<file path="config.mk">
export PLATFORM = sky130hd
export DESIGN_NAME = instr_reg_ctrl_flat
export DESIGN_NICKNAME = d
export VERILOG_FILES = /design/src/rtl/instr_reg_ctrl_if.sv /design/src/rtl/instr_reg_ctrl.sv /design/src/flat_wrapper.sv
export SDC_FILE = /design/constraint.sdc
export NUM_CORES = 1
export LEC_CHECK = 0
export CAP_MARGIN = 20
export CORE_MARGIN = 2
export CORE_UTILIZATION = 40
export DETAILED_ROUTE_END_ITERATION = 12
export PLACE_DENSITY = 0.76
export SLEW_MARGIN = 20
export SYNTH_ARGS = -nofsm -noshare
export SYNTH_HDL_FRONTEND = slang
export SYNTH_SLANG_ARGS = --single-unit
</file>
<file path="constraint.sdc">
create_clock -name clk -period 9.3 [get_ports clk]
set_input_delay 1.395 -clock clk [delete_from_list [all_inputs] [get_ports clk]]
set_output_delay 1.395 -clock clk [all_outputs]
set_load 0.02 [all_outputs]
</file>
<file path="src/rtl/instr_reg_ctrl_if.sv">
// Producer, write-port, consumer and status signals of the instruction register sequencer.
interface instr_reg_ctrl_if #(
  parameter int unsigned DEPTH  = 32,
  parameter int unsigned ADDR_W = 5
);
  logic                     req0_valid;
  logic                     req0_ready;
  logic [3:0]               req0_opcode;
  logic signed [31:0]       req0_operand_a;
  logic signed [31:0]       req0_operand_b;
  logic                     req1_valid;
  logic                     req1_ready;
  logic [3:0]               req1_opcode;
  logic signed [31:0]       req1_operand_a;
  logic signed [31:0]       req1_operand_b;
  logic                     load_en;
  logic [ADDR_W-1:0]        write_pointer;
  logic [3:0]               opcode;
  logic signed [31:0]       operand_a;
  logic signed [31:0]       operand_b;
  logic [ADDR_W-1:0]        read_pointer;
  logic                     rd_valid;
  logic                     rd_ready;
  logic [ADDR_W:0]          count;
  logic                     full;
  logic                     empty;

  // Controller side.
  modport slave (
    input  req0_valid, req0_opcode, req0_operand_a, req0_operand_b,
    input  req1_valid, req1_opcode, req1_operand_a, req1_operand_b,
    input  rd_ready,
    output req0_ready, req1_ready,
    output load_en, write_pointer, opcode, operand_a, operand_b,
    output read_pointer, rd_valid, count, full, empty
  );

  // Producer/consumer environment side.
  modport master (
    output req0_valid, req0_opcode, req0_operand_a, req0_operand_b,
    output req1_valid, req1_opcode, req1_operand_a, req1_operand_b,
    output rd_ready,
    input  req0_ready, req1_ready,
    input  load_en, write_pointer, opcode, operand_a, operand_b,
    input  read_pointer, rd_valid, count, full, empty
  );
endinterface

</file>
<file path="src/rtl/instr_reg_ctrl.sv">
// Round-robin arbiter plus circular-queue pointer management for the instruction register.
module instr_reg_ctrl #(
  parameter int unsigned DEPTH  = 32,
  parameter int unsigned ADDR_W = 5
) (
  input logic               clk,
  input logic               reset_n,
  instr_reg_ctrl_if.slave   bus
);
  localparam logic [ADDR_W:0] DepthCnt = (ADDR_W+1)'(DEPTH);

  logic                prio_q, prio_d;           // 0: requester 0 wins a tie
  logic [ADDR_W-1:0]   wr_tail_q, wr_tail_d;
  logic [ADDR_W-1:0]   wr_ptr_q, wr_ptr_d;
  logic [ADDR_W-1:0]   rd_ptr_q, rd_ptr_d;
  logic [ADDR_W:0]     count_q, count_d;         // reserved entries
  logic [ADDR_W:0]     committed_q, committed_d; // entries already written
  logic                load_en_q, load_en_d;
  logic [3:0]          opcode_q, opcode_d;
  logic signed [31:0]  opa_q, opa_d;
  logic signed [31:0]  opb_q, opb_d;

  logic full, grant0, grant1, rdy0, rdy1, acc0, acc1, accept, pop;

  // Combinational grant, handshake and status decode.
  always_comb begin
    full   = (count_q == DepthCnt);
    grant0 = bus.req0_valid && (!bus.req1_valid || !prio_q);
    grant1 = bus.req1_valid && (!bus.req0_valid || prio_q);
    // Gating with reset_n keeps producers stalled while reset is held.
    rdy0   = grant0 && !full && reset_n;
    rdy1   = grant1 && !full && reset_n;
    acc0   = bus.req0_valid && rdy0;
    acc1   = bus.req1_valid && rdy1;
    accept = acc0 || acc1;
    pop    = (committed_q != '0) && bus.rd_ready;

    bus.req0_ready    = rdy0;
    bus.req1_ready    = rdy1;
    bus.load_en       = load_en_q;
    bus.write_pointer = wr_ptr_q;
    bus.opcode        = opcode_q;
    bus.operand_a     = opa_q;
    bus.operand_b     = opb_q;
    bus.read_pointer  = rd_ptr_q;
    bus.rd_valid      = (committed_q != '0);
    bus.count         = count_q;
    bus.full          = full;
    bus.empty         = (count_q == '0);
  end

  // Next-state for pointers, occupancy counters, priority and write payload.
  always_comb begin
    prio_d      = prio_q;
    wr_tail_d   = wr_tail_q;
    wr_ptr_d    = wr_ptr_q;
    rd_ptr_d    = rd_ptr_q;
    count_d     = count_q;
    committed_d = committed_q;
    load_en_d   = accept;
    opcode_d    = opcode_q;
    opa_d       = opa_q;
    opb_d       = opb_q;

    if (accept) begin
      prio_d    = acc0;
      wr_ptr_d  = wr_tail_q;
      wr_tail_d = ADDR_W'(wr_tail_q + 1'b1);
      if (acc0) begin
        opcode_d = bus.req0_opcode;
        opa_d    = bus.req0_operand_a;
        opb_d    = bus.req0_operand_b;
      end else begin
        opcode_d = bus.req1_opcode;
        opa_d    = bus.req1_operand_a;
        opb_d    = bus.req1_operand_b;
      end
    end

    if (pop) begin
      rd_ptr_d = ADDR_W'(rd_ptr_q + 1'b1);
    end

    unique case ({accept, pop})
      2'b10:   count_d = count_q + 1'b1;
      2'b01:   count_d = count_q - 1'b1;
      default: count_d = count_q;
    endcase

    // The entry in flight on load_en lands in the register at this edge.
    unique case ({load_en_q, pop})
      2'b10:   committed_d = committed_q + 1'b1;
      2'b01:   committed_d = committed_q - 1'b1;
      default: committed_d = committed_q;
    endcase
  end

  // State registers with synchronous active-low reset.
  always_ff @(posedge clk) begin
    if (!reset_n) begin
      prio_q      <= 1'b0;
      wr_tail_q   <= '0;
      wr_ptr_q    <= '0;
      rd_ptr_q    <= '0;
      count_q     <= '0;
      committed_q <= '0;
      load_en_q   <= 1'b0;
      opcode_q    <= '0;
      opa_q       <= '0;
      opb_q       <= '0;
    end else begin
      prio_q      <= prio_d;
      wr_tail_q   <= wr_tail_d;
      wr_ptr_q    <= wr_ptr_d;
      rd_ptr_q    <= rd_ptr_d;
      count_q     <= count_d;
      committed_q <= committed_d;
      load_en_q   <= load_en_d;
      opcode_q    <= opcode_d;
      opa_q       <= opa_d;
      opb_q       <= opb_d;
    end
  end
endmodule
</file>
<file path="src/flat_wrapper.sv">
// flat-port wrapper written by rule: the top's interface ports become plain ports
module instr_reg_ctrl_flat 
#(
  parameter int unsigned DEPTH  = 32,
  parameter int unsigned ADDR_W = 5
)
  (clk, reset_n, bus_req0_valid, bus_req0_opcode, bus_req0_operand_a, bus_req0_operand_b, bus_req1_valid, bus_req1_opcode, bus_req1_operand_a, bus_req1_operand_b, bus_rd_ready, bus_req0_ready, bus_req1_ready, bus_load_en, bus_write_pointer, bus_opcode, bus_operand_a, bus_operand_b, bus_read_pointer, bus_rd_valid, bus_count, bus_full, bus_empty);
  instr_reg_ctrl_if #(.DEPTH(DEPTH), .ADDR_W(ADDR_W)) bus_i ();
  input logic clk;
  input logic reset_n;
  input wire logic [$bits(bus_i.req0_valid)-1:0] bus_req0_valid;
  input wire logic [$bits(bus_i.req0_opcode)-1:0] bus_req0_opcode;
  input wire logic [$bits(bus_i.req0_operand_a)-1:0] bus_req0_operand_a;
  input wire logic [$bits(bus_i.req0_operand_b)-1:0] bus_req0_operand_b;
  input wire logic [$bits(bus_i.req1_valid)-1:0] bus_req1_valid;
  input wire logic [$bits(bus_i.req1_opcode)-1:0] bus_req1_opcode;
  input wire logic [$bits(bus_i.req1_operand_a)-1:0] bus_req1_operand_a;
  input wire logic [$bits(bus_i.req1_operand_b)-1:0] bus_req1_operand_b;
  input wire logic [$bits(bus_i.rd_ready)-1:0] bus_rd_ready;
  output wire logic [$bits(bus_i.req0_ready)-1:0] bus_req0_ready;
  output wire logic [$bits(bus_i.req1_ready)-1:0] bus_req1_ready;
  output wire logic [$bits(bus_i.load_en)-1:0] bus_load_en;
  output wire logic [$bits(bus_i.write_pointer)-1:0] bus_write_pointer;
  output wire logic [$bits(bus_i.opcode)-1:0] bus_opcode;
  output wire logic [$bits(bus_i.operand_a)-1:0] bus_operand_a;
  output wire logic [$bits(bus_i.operand_b)-1:0] bus_operand_b;
  output wire logic [$bits(bus_i.read_pointer)-1:0] bus_read_pointer;
  output wire logic [$bits(bus_i.rd_valid)-1:0] bus_rd_valid;
  output wire logic [$bits(bus_i.count)-1:0] bus_count;
  output wire logic [$bits(bus_i.full)-1:0] bus_full;
  output wire logic [$bits(bus_i.empty)-1:0] bus_empty;
  assign bus_i.req0_valid = bus_req0_valid;
  assign bus_i.req0_opcode = bus_req0_opcode;
  assign bus_i.req0_operand_a = bus_req0_operand_a;
  assign bus_i.req0_operand_b = bus_req0_operand_b;
  assign bus_i.req1_valid = bus_req1_valid;
  assign bus_i.req1_opcode = bus_req1_opcode;
  assign bus_i.req1_operand_a = bus_req1_operand_a;
  assign bus_i.req1_operand_b = bus_req1_operand_b;
  assign bus_i.rd_ready = bus_rd_ready;
  assign bus_req0_ready = bus_i.req0_ready;
  assign bus_req1_ready = bus_i.req1_ready;
  assign bus_load_en = bus_i.load_en;
  assign bus_write_pointer = bus_i.write_pointer;
  assign bus_opcode = bus_i.opcode;
  assign bus_operand_a = bus_i.operand_a;
  assign bus_operand_b = bus_i.operand_b;
  assign bus_read_pointer = bus_i.read_pointer;
  assign bus_rd_valid = bus_i.rd_valid;
  assign bus_count = bus_i.count;
  assign bus_full = bus_i.full;
  assign bus_empty = bus_i.empty;
  instr_reg_ctrl #(.DEPTH(DEPTH), .ADDR_W(ADDR_W)) u_core (.clk(clk), .reset_n(reset_n), .bus(bus_i));
endmodule
</file>
; After elaboration in Yosys (flattened, before gate mapping)
; Cells that the tools add are included.
[word_totals]
reg_bits = 97
latch_bits = 0
ramBits = 0
rom_bits = 0
output_inout_bits = 90
wordCells = 46
n_memories = 0
[classes]
add_sub_neg = 6
mul = 0
n_div = 0
magnitude_cmp = 0
n_eq_ne = 5
n_shift = 0
n_mux = 5
n_bitwise = 0
reduce_logical = 20
[ops]
columns = cell, n
row1 = 32-bit two-way mux, 2
row2 = 6-bit one-hot mux with 2 select lines, 2
row3 = 6-bit by 1-bit adder with 6-bit output (second input constant), 2
row4 = 6-bit by 1-bit subtractor with 6-bit output (second input constant), 2
row5 = 5-bit by 1-bit adder with 5-bit output (second input constant), 2
row6 = 1-bit logical AND, 9
row7 = 6-bit == test (second input constant), 1
row8 = 6-bit zero test, 1
row9 = 6-bit nonzero test, 1
row10 = 2-bit by 1-bit == test with 1-bit output (second input constant), 2
row11 = 2-bit == test (second input constant), 2
row12 = 1-bit zero test, 4
row13 = 4-bit two-way mux, 1
row14 = 2-bit nonzero test, 2
row15 = 1-bit logical OR, 3

; Logic depth before layout (Yosys ltp)
; Gate-level depths: netlist of the first run.
[depth]
ltp_word = 9
depth_mapped = 11
ltp_nobuf = 10

; Least setup slack after synthesis of the first run
; OpenSTA, ideal clock, no wires.
[synth_timing]
kind = input port to output port
start = input port reset_n
end = output port bus_req1_ready
arrival_ns = 2.322
t_required_ns = 7.905
setup_slack_ns = 5.583
stages = 3
cell_sequence = clkbuf_1 -> inv_1 -> nor3_1
[synth_between]
elab_chain_cells = 1
[synth_rtl]
columns = item, line_no
row1 = from (decl), flat_wrapper.sv:10  ; input logic reset_n;
row2 = 1-bit logical AND, instr_reg_ctrl.sv:32  ; rdy1 = grant1 && !full && reset_n;
row3 = to (decl), flat_wrapper.sv:21  ; output wire logic [$bits(bus_i.req1_ready)-1:0] bus_req1_ready;
; No other way between the ends.

; Final worst setup path of the first run
; Ends and elaborated chain as after synthesis.

==> metrics.md, run 1 <==
| Metric | Value |
|---|---|
| Num CTS Buffers | `9` |
| DR DRC count | `0` |
| Via/cell ratio | `5.15` |
| Antenna Cells | `0` |
| DP HPWL | `9.29 mm` |
| Top-count cell post-synth | `dfxtp_1` |
| Fill cells | `about 930` |
| GRT Util Overall | `20.2%` |
| Critical Path Max Stage Delay | `680 ps` |
| Synth area leader | `dfxtp_1` |
| TritonCTS Sinks | `97` |
| Top area cells in the synthesized netlist | `dfxtp_1 42%, mux2i_1 16%, a21oi_1 8.9%` |
| Cell Area, Synth | `4590 sq um` |
| Max Fclk | `195 MHz` |
| Iteration-0 DRC Markers | `roughly 170` |
| DRT Pass-1 Iters | `4` |
| Outcome | `complete, no violations` |
| # rows | `39` |
| Fin area | `7110 sq um` |
| Max cap viols | `0` |
| Grt ovf | `0` |
| Yosys cell types | `44` |
| Total Neg Setup Slack | `0 ps` |
| Placed Instance Area | `6830 sq um` |
| Post-CTS Resized | `0` |
| Final setup margin | `roughly 4200 ps` |
| Syn avg cell area | `9.32 sq um` |
| Starting density of the core | `between 40% and 50%` |
| Max Slew Vio Count | `0` |
| Crit path launch type | `input port` |
| Inst Count DP | `832` |
| Area delta synth->final | `55.0%` |
| Maximum number of pins on one net before global-route repair | `148` |
| Global-route wire length before repair | `20.5 mm` |
| Async SR Flop Fraction | `0%` |
| Mapped Cells | `492` |
| Post-CTS Hold Buffers | `0` |
| EDFF count, synth | `0` |
| Vias in the first global route | `4293` |
| Final hold viol count | `0` |
| Ys flop type | `dfxtp_1` |
| Die H | `approximately 110 microns` |
| Critical path's slowest cell | `buf_2` |
| Arrival time at the worst endpoint | `3730 ps` |
| Die area | `12300 sq um` |
| # IOs | `231` |
| Top cells by count, synth | `97 x dfxtp_1, 82 x a21oi_1, 72 x mux2i_1` |
| #FFs+latches synth | `97` |
| Syn nets | `647` |
| WP data required | `7910 ps` |
| Maximum buffer depth of the clock tree | `2` |
| Least-Margin Pin Slew | `942 ps` |
| Final hold slack | `464 ps` |
| Hold WC Path Type | `register to register` |
| Core area | `between 10000 and 15000 sq um` |
| Post CTS Setup Buffer Count | `0` |
| H-tree depth | `3` |
| Final std cells w/o fill | `848` |
| Crit path kind | `input port to output pin` |
| Post-route minimum period | `5120 ps` |
| Leak Pwr | `3.00 nW` |
| Final setup fails | `0` |
| Seq/Total Area, Yosys | `42.3%` |
| Area taken by multi-input logic gates | `approximately 2300 sq um` |
| Final worst-path cycle share | `between 50% and 60%` |
| Final net count | `855` |
| RSZ-0062 raised after global routing | `no` |
| Port bufs | `230` |
| Dpl ws | `3630 ps` |
| Largest fanout on the critical path | `60` |
| Clk slew on worst S/H paths | `60 ps` |
| Critical path cell sequence | `buf_2 > inv_1 > nor3_1 > clkdlybuf4s50_1` |
| Warnings, synthesis | `0` |
| CTS tree | `yes` |
| CTS Root Cell | `clkbuf_16` |
| Routed WL | `roughly 13 mm` |
| Die X-Extent | `111 microns` |
| Initial antenna violation count | `0` |
| PD cells | `229 nW/um^2` |
| GPL Wtd Cong | `0.815` |
| Sequential Area | `1940 sq um` |
| Element type at the critical path end | `output pin` |
| DR WL/cell | `14.8 microns` |
| Peak VDD IR | `0.000143 V` |
| Antenna-violating nets left | `0` |
| Worst skew pair latency | `approximately 340 ps` |
| Routed via count | `4364` |
| Layout cell share with drive strength beyond 1 | `under 10%` |
| Relative max-transition margin | `37.2%` |
| Worst Skew | `between 9 and 10 ps` |
| Yosys top cell area share | `roughly 42%` |
## layout by cell type, fill, tap and decap left out, drive strengths merged, types with 4 or more instances in the layout
cell           count
a211oi             4
a21oi             82
buf                5
clkbuf            12
clkdlybuf4s50    229
dfxtp             97
ha                12
inv               13
mux2i             72
nand2             24
nand3              4
nor2              16
nor2b              4
nor3               7
nor4b              4
o21a               6
o21ai             74
o31ai              4
## logic make-up after synthesis
kind of cell,share of synthesized area (%)
flops,42.3
simple gates,7.78
compound gates,21.8
mux,15.7
xor+xnor,0.955
fa+ha+maj,4.15
buf+inv,7.23
## stage by stage
| stage | utilization, % | power, mW |
|---|---|---|
| 6_report | 62.8 | 1.63 |
| 5_1_grt | 62.8 | 1.73 |
| 4_1_cts | 62.8 | 1.64 |
| 3_5_place_dp | 60.3 | 1.29 |
| 3_3_place_gp | 60.3 | 1.27 |
| 2_1_floorplan | - | 1.01 |
## state kept, by name (all words and copies together), names as in the netlist, 4 cells and up
name	cells
u_core.bus.opcode	4
u_core.bus.write_pointer	5
u_core.bus.operand_a	32
u_core.committed_q	6
u_core.bus.count	6
u_core.bus.read_pointer	5
u_core.bus.operand_b	32
u_core.wr_tail_q	5
## worst paths after layout
path / start / endpoint / slack, ps / depth (start not counted)
worst max-delay path: reset_n / bus_req1_ready / 4180 / 4
worst min register to register: u_core.bus.write_pointer[4] / u_core.bus.write_pointer[4] / 460 / 2
worst max register to register: u_core.bus.count[0] / u_core.bus.count[5] / 5720 / 10
worst min-delay path: u_core.bus.write_pointer[4] / u_core.bus.write_pointer[4] / 460 / 2
## metal layers
| layer | global-route usage [%] | up-vias | wire length [microns] |
|---|---|---|---|
| met5 | 0 | - | 0 |
| met4 | 7.65 | 0 | 263 |
| met3 | 5.80 | 26 | 920 |
| met2 | 35.7 | 143 | 6310 |
| met1 | 23.1 | 1996 | 5070 |
| li1 | - | 2199 | - |
## report_power, final
part           total, mW  internal (mW)  switching (mW)
Clock              0.343          0.189           0.154
Combinational      0.730          0.346           0.385
Sequential         0.556          0.494          0.0620
## critical path: cells and delay by family
family	cells	cell delay (ps)
simple gates	1	380
buf+inv	3	1910
## layout make-up
type	instances	share of cell area, %
Tap cell	143	2.52
Timing Repair Buffer	234	32.8
Clock inverter	4	0.405
Multi-Input combinational cell	345	32.8
Clock buffer	12	3.47
Sequential cell	97	27.3
Inverter	13	0.686
Power figures use the tool's default switching activity.
==> inputs of run 2 (changes only) <==
--- a/config.mk
+++ b/config.mk
@@ -7,9 +7,9 @@
 export LEC_CHECK = 0
 export CAP_MARGIN = 20
 export CORE_MARGIN = 2
-export CORE_UTILIZATION = 40
+export CORE_UTILIZATION = 37
 export DETAILED_ROUTE_END_ITERATION = 12
-export PLACE_DENSITY = 0.76
+export PLACE_DENSITY = 0.74
 export SLEW_MARGIN = 20
 export SYNTH_ARGS = -nofsm -noshare
 export SYNTH_HDL_FRONTEND = slang
==> constraint.sdc (replaced) <==
create_clock -name clk -period 4.2 [get_ports clk]
set_input_delay 0.63 -clock clk [delete_from_list [all_inputs] [get_ports clk]]
set_output_delay 0.63 -clock clk [all_outputs]
set_load 0.02 [all_outputs]
==> metrics.md, run 2 (synthesized netlist as in run 1, its figures left out) <==
| Metric | Value |
|---|---|
| R2r endpoint | `u_core.committed_q[5]` |
| Most frequent cells in the layout | `229 x clkdlybuf4s50_1, 97 x dfxtp_1, 82 x a21oi_1` |
| Leak Pwr | `3.05 nW` |
| Port bufs | `230` |
| FF-to-FF setup slack | `930 ps` |
| Hold WC Path Type | `register to register` |
| Core area | `12100 sq um` |
| Routed via count | `4419` |
| Max cap viols | `0` |
| Num CTS Buffers | `9` |
| Routed WL | `13.2 mm` |
| Via/cell ratio | `about 5.1` |
| Max Fclk | `306 MHz` |
| Layout cell share with drive strength beyond 1 | `between 4 and 5%` |
| RSZ-0062 raised after global routing | `no` |
| Sequential Area | `between 1500 and 2000 sq um` |
| Total Neg Setup Slack | `0 ps` |
| NetSw | `1.34 mW` |
| Sw frac | `35.7%` |
| Dpl ws | `855 ps` |
| Die H | `115 microns` |
| Vias in the first global route | `4418` |
| Final setup margin | `929 ps` |
| Total power | `approximately 3.8 mW` |
| Final worst-path cycle share | `77.9%` |
| Worst skew pair latency | `around 340 ps` |
| Final hold viol count | `0` |
| Post CTS Setup Buffer Count | `0` |
| H-tree depth | `3` |
| RR Startpoint | `u_core.committed_q[0]` |
| TritonCTS Sinks | `97` |
| Int Pwr | `approximately 2.4 mW` |
| Worst Hold Depth | `2` |
| Area delta synth->final | `57.3%` |
| Peak VDD IR | `0.000221 V` |
| Post-route minimum period | `3270 ps` |
| GPL Wtd Cong | `0.863` |
| # rows | `40` |
| Initial antenna violation count | `0` |
| Max Slew Vio Count | `0` |
| Post-CTS Resized | `0` |
| PD cells | `521 nW/um^2` |
| Die area | `about 13000 sq um` |
| Die X-Extent | `around 120 microns` |
| Final setup fails | `0` |
| Fill cells | `1036` |
| Largest fanout on the critical path | `9` |
| Clock group share of total power | `23.9%` |
| CTS Root Cell | `clkbuf_16` |
| # IOs | `around 230` |
| Starting density of the core | `38.0%` |
| Outcome | `complete, no violations` |
| Area taken by multi-input logic gates | `2330 sq um` |
| Iteration-0 DRC Markers | `218` |
| Worst Skew | `7.95 ps` |
| DRT Pass-1 Iters | `4` |
| Final net count | `858` |
| CTS tree | `yes` |
| Antenna Cells | `0` |
| WP data required | `4470 ps` |
| Arrival time at the worst endpoint | `roughly 3500 ps` |
| Leading cell type in the layout, fill and taps excluded | `clkdlybuf4s50_1` |
| Worst Min Path Start | `u_core.wr_tail_q[4]` |
| Reg power frac | `32.6%` |
| Maximum buffer depth of the clock tree | `2` |
| Element type at the critical path end | `register` |
| Worst reg2reg path depth | `9` |
| Global-route wire length before repair | `approximately 21 mm` |
| DR DRC count | `0` |
| Least-Margin Pin Slew | `between 600 and 700 ps` |
| Combinational share of power | `43.4%` |
| Hold endpoint | `u_core.bus.write_pointer[4]` |
| Clk slew on worst S/H paths | `70 ps` |
| Maximum number of pins on one net before global-route repair | `76` |
| Relative max-transition margin | `55.9%` |
| GRT Util Overall | `19.6%` |
| Crit path kind | `register to register` |
| DP HPWL | `9.83 mm` |
| Crit path launch type | `register` |
| DR WL/cell | `approximately 15 microns` |
| Antenna-violating nets left | `0` |
| Grt ovf | `0` |
| Post-CTS Hold Buffers | `0` |
==> run 2: cell count changes in the layout (fill, tap and decap cells not counted), sizes merged <==
cell,change
clkinv,-1
bufinv,+2
clkinvlp,-1
buf,+3
clkbuf,-1
==> run 2: worst max path at each step <==
stage                                  to             startpoint  slack, ps
floorplan             u_core.bus.count[5]    u_core.bus.count[0]       1140
global placement      u_core.bus.count[5]         bus_req0_valid        940
detailed placement    u_core.bus.count[5]         bus_req0_valid        850
CTS                 u_core.committed_q[5]  u_core.committed_q[0]        940
global route        u_core.committed_q[5]  u_core.committed_q[0]        680
finish              u_core.committed_q[5]  u_core.committed_q[0]        930
==> run 2: routing by layer <==
| metal | part of all wire [%] | global-route usage [%] |
|---|---|---|
| met1 | 40 | 22.1 |
| met2 | 52 | 35.0 |
| met3 | 7.2 | 7.06 |
| met4 | 1.5 | 5.30 |
| met5 | 0 | 0 |
==> run 2: stage by stage <==
| stage | std cells | area [sq um] | hold WS (ps) | utilization, % |
|---|---|---|---|---|
| after floorplan | 492 | 4590 | 440 | - |
| after global placement | 860 | 6880 | 452 | 57.1 |
| after detailed placement | 860 | 6880 | 466 | 57.1 |
| after CTS | 875 | 7210 | 478 | 59.8 |
| after global routing | 875 | 7210 | 498 | 59.8 |
| final | 875 | 7210 | 483 | 59.8 |
==> run 2: layout make-up <==
class	instances	share of cell area (%)
clock buffer	11	3.50
inverter	13	0.677
timing repair buffer	237	32.6
clock inverter	4	1.06
sequential	97	26.9
tap	168	2.91
multi-input combinational	345	32.3
==> run 2: worst max-delay path, stage by stage, from the launching register on <==
cell and delay, ps:
dfxtp_1 350, or4_1 580, o31ai_1 410, inv_1 200
ha_1 350, ha_1 400, nor4b_1 70, a311o_1 320
a311oi_1 310, mux2i_1 220
==> run 2: power by group through the flow <==
stage / Clock (mW) / Combinational [mW] / Sequential, mW
floorplan: 0 / 0.845 / 1.39
global placement: 0 / 1.57 / 1.23
detailed placement: 0 / 1.62 / 1.24
CTS: 0.923 / 1.64 / 1.23
global route: 0.961 / 1.77 / 1.25
finish: 0.899 / 1.63 / 1.23
==> inputs of run 3 (changes only) <==
==> constraint.sdc (replaced) <==
create_clock -name clk -period 3 [get_ports clk]
set_input_delay 0.45 -clock clk [delete_from_list [all_inputs] [get_ports clk]]
set_output_delay 0.45 -clock clk [all_outputs]
set_load 0.02 [all_outputs]
==> metrics.md, run 3 (synthesized netlist as in run 1, its figures left out) <==
| Metric | Value |
|---|---|
| # rows | `40` |
| Iteration-0 DRC Markers | `~200` |
| Critical Path Max Stage Delay | `580 ps` |
| Total Neg Setup Slack | `0 ps` |
| Maximum buffer depth of the clock tree | `2` |
| PD cells | `730 nW/um^2` |
| Worst Skew | `5.21 ps` |
| Starting density of the core | `38.0%` |
| Port bufs | `230` |
| Final setup fails | `0` |
| Die X-Extent | `115 microns` |
| Hold WC Path Type | `register to register` |
| Crit path kind | `register to register` |
| Worst skew pair latency | `between 300 and 400 ps` |
| Inst Count DP | `approximately 870` |
| Clk slew on worst S/H paths | `60 ps` |
| GRT Util Overall | `19.6%` |
| DRT Pass-1 Iters | `4` |
| Maximum number of pins on one net before global-route repair | `between 80 and 90` |
| TritonCTS Sinks | `97` |
| Final worst-path cycle share | `94.8%` |
| Outcome | `complete, no violations` |
| Relative max-transition margin | `slightly below 50%` |
| Post CTS Setup Buffer Count | `0` |
| Post-route minimum period | `2840 ps` |
| Num CTS Buffers | `9` |
| Layout cell share with drive strength beyond 1 | `under 10%` |
| Max Fclk | `approximately 350 MHz` |
| DR DRC count | `0` |
| Initial antenna violation count | `0` |
| WP data required | `3270 ps` |
| Antenna Cells | `0` |
| Final core occ | `60.3%` |
| Largest fanout on the critical path | `9` |
| Leading cell type in the layout, fill and taps excluded | `clkdlybuf4s50_1` |
| Vias in the first global route | `4319` |
| Least-Margin Pin Slew | `764 ps` |
| GPL Wtd Cong | `0.792` |
| H-tree depth | `3` |
| CTS Root Cell | `clkbuf_16` |
| Peak VDD IR | `0.000329 V` |
| Final hold viol count | `0` |
| DR WL/cell | `~15 microns` |
| # IOs | `231` |
| Critical path's slowest cell | `or4_1` |
| Final net count | `865` |
| Element type at the critical path end | `register` |
| CTS tree | `yes` |
| Die H | `115 microns` |
| Global-route wire length before repair | `20.9 mm` |
| Sequential Area | `1940 sq um` |
| Area taken by multi-input logic gates | `about 2400 sq um` |
| Antenna-violating nets left | `0` |
| Fill cells | `1042` |
| Die area | `13300 sq um` |
| Worst Hold Depth | `2` |
| Leak Pwr | `just over 3 nW` |
| Arrival time at the worst endpoint | `between 3000 and 4000 ps` |
| Max cap viols | `0` |
| Critical path cell sequence | `or4_1 > o31ai_2 > inv_1 > ha_2 > ha_1 > a211oi_1 > nor2_1 > a311oi_1 > mux2i_1` |
| Routed WL | `~13 mm` |
| Crit path launch type | `register` |
| Grt ovf | `0` |
| Worst reg2reg path depth | `9` |
| Via/cell ratio | `5.00` |
| Core area | `between 10000 and 15000 sq um` |
| RSZ-0062 raised after global routing | `no` |
| Final std cells w/o fill | `882` |
| Max Slew Vio Count | `0` |
| DP HPWL | `9.85 mm` |
| Post-CTS Hold Buffers | `0` |
| Area delta synth->final | `58.5%` |
| Routed via count | `around 4400` |
| Most frequent cells in the layout | `229 x clkdlybuf4s50_1, 97 x dfxtp_1, 82 x a21oi_1` |
[run 3: layout make-up]
class                           count  share of cell area (%)
Sequential cell                    97                    26.7
Multi-Input combinational cell    345                    32.6
Inverter                           13                   0.671
Tap cell                          168                    2.89
Timing Repair Buffer              244                    33.1
Clock buffer                       12                    3.53
Clock inverter                      3                   0.551
[run 3: path summary, 6_finish.rpt]
kind / startpoint / endpoint / slack (ps)
setup / recovery: u_core.committed_q[5] / u_core.committed_q[5] / 160
hold / removal: u_core.bus.write_pointer[1] / u_core.bus.write_pointer[1] / 450
setup reg to reg: u_core.committed_q[5] / u_core.committed_q[5] / 160
hold reg to reg: u_core.bus.write_pointer[1] / u_core.bus.write_pointer[1] / 450
[run 3: timing repair]
action                                  4_1_cts  5_1_grt
endpoints found under the hold margin         0        0
gates resized for setup                       0        6
endpoints found under the setup margin        0        6
[run 3: critical path: cells and delay by family, from the launching register on]
kind / cells / cell delay [ps]
compound gates: 3 / 850
fa+ha+maj: 2 / 560
buf+inv: 1 / 140
flops: 1 / 310
mux: 1 / 220
simple gates: 2 / 690
[run 3: report_power, final]
group	switching (mW)	internal, mW
clock network	0.465	0.685
registers	0.186	1.53
logic	1.25	1.19
total	1.90	3.40
[run 3: metrics by stage]
step / instance area [sq um] / total power [mW] / hold slack, ps / worst slack [ps]
after floorplan: 4590 / 3.13 / 440 / 39.6
after global placement: 6940 / 4.04 / 445 / 121
after detailed placement: 6940 / 4.11 / 449 / 55.4
after CTS: 7230 / 5.28 / 453 / 42.3
after global routing: 7270 / 5.65 / 477 / 21.0
final: 7270 / 5.30 / 454 / 156
[run 3: per-layer routing]
layer / vias to the layer above / global-route usage, % / wire, microns
met4: 0 / 6.99 / 223
met1: 2034 / 23.4 / 5600
li1: 2217 / - / -
met5: - / 0 / 0
met2: 143 / 34.0 / 6500
met3: 17 / 5.11 / 892
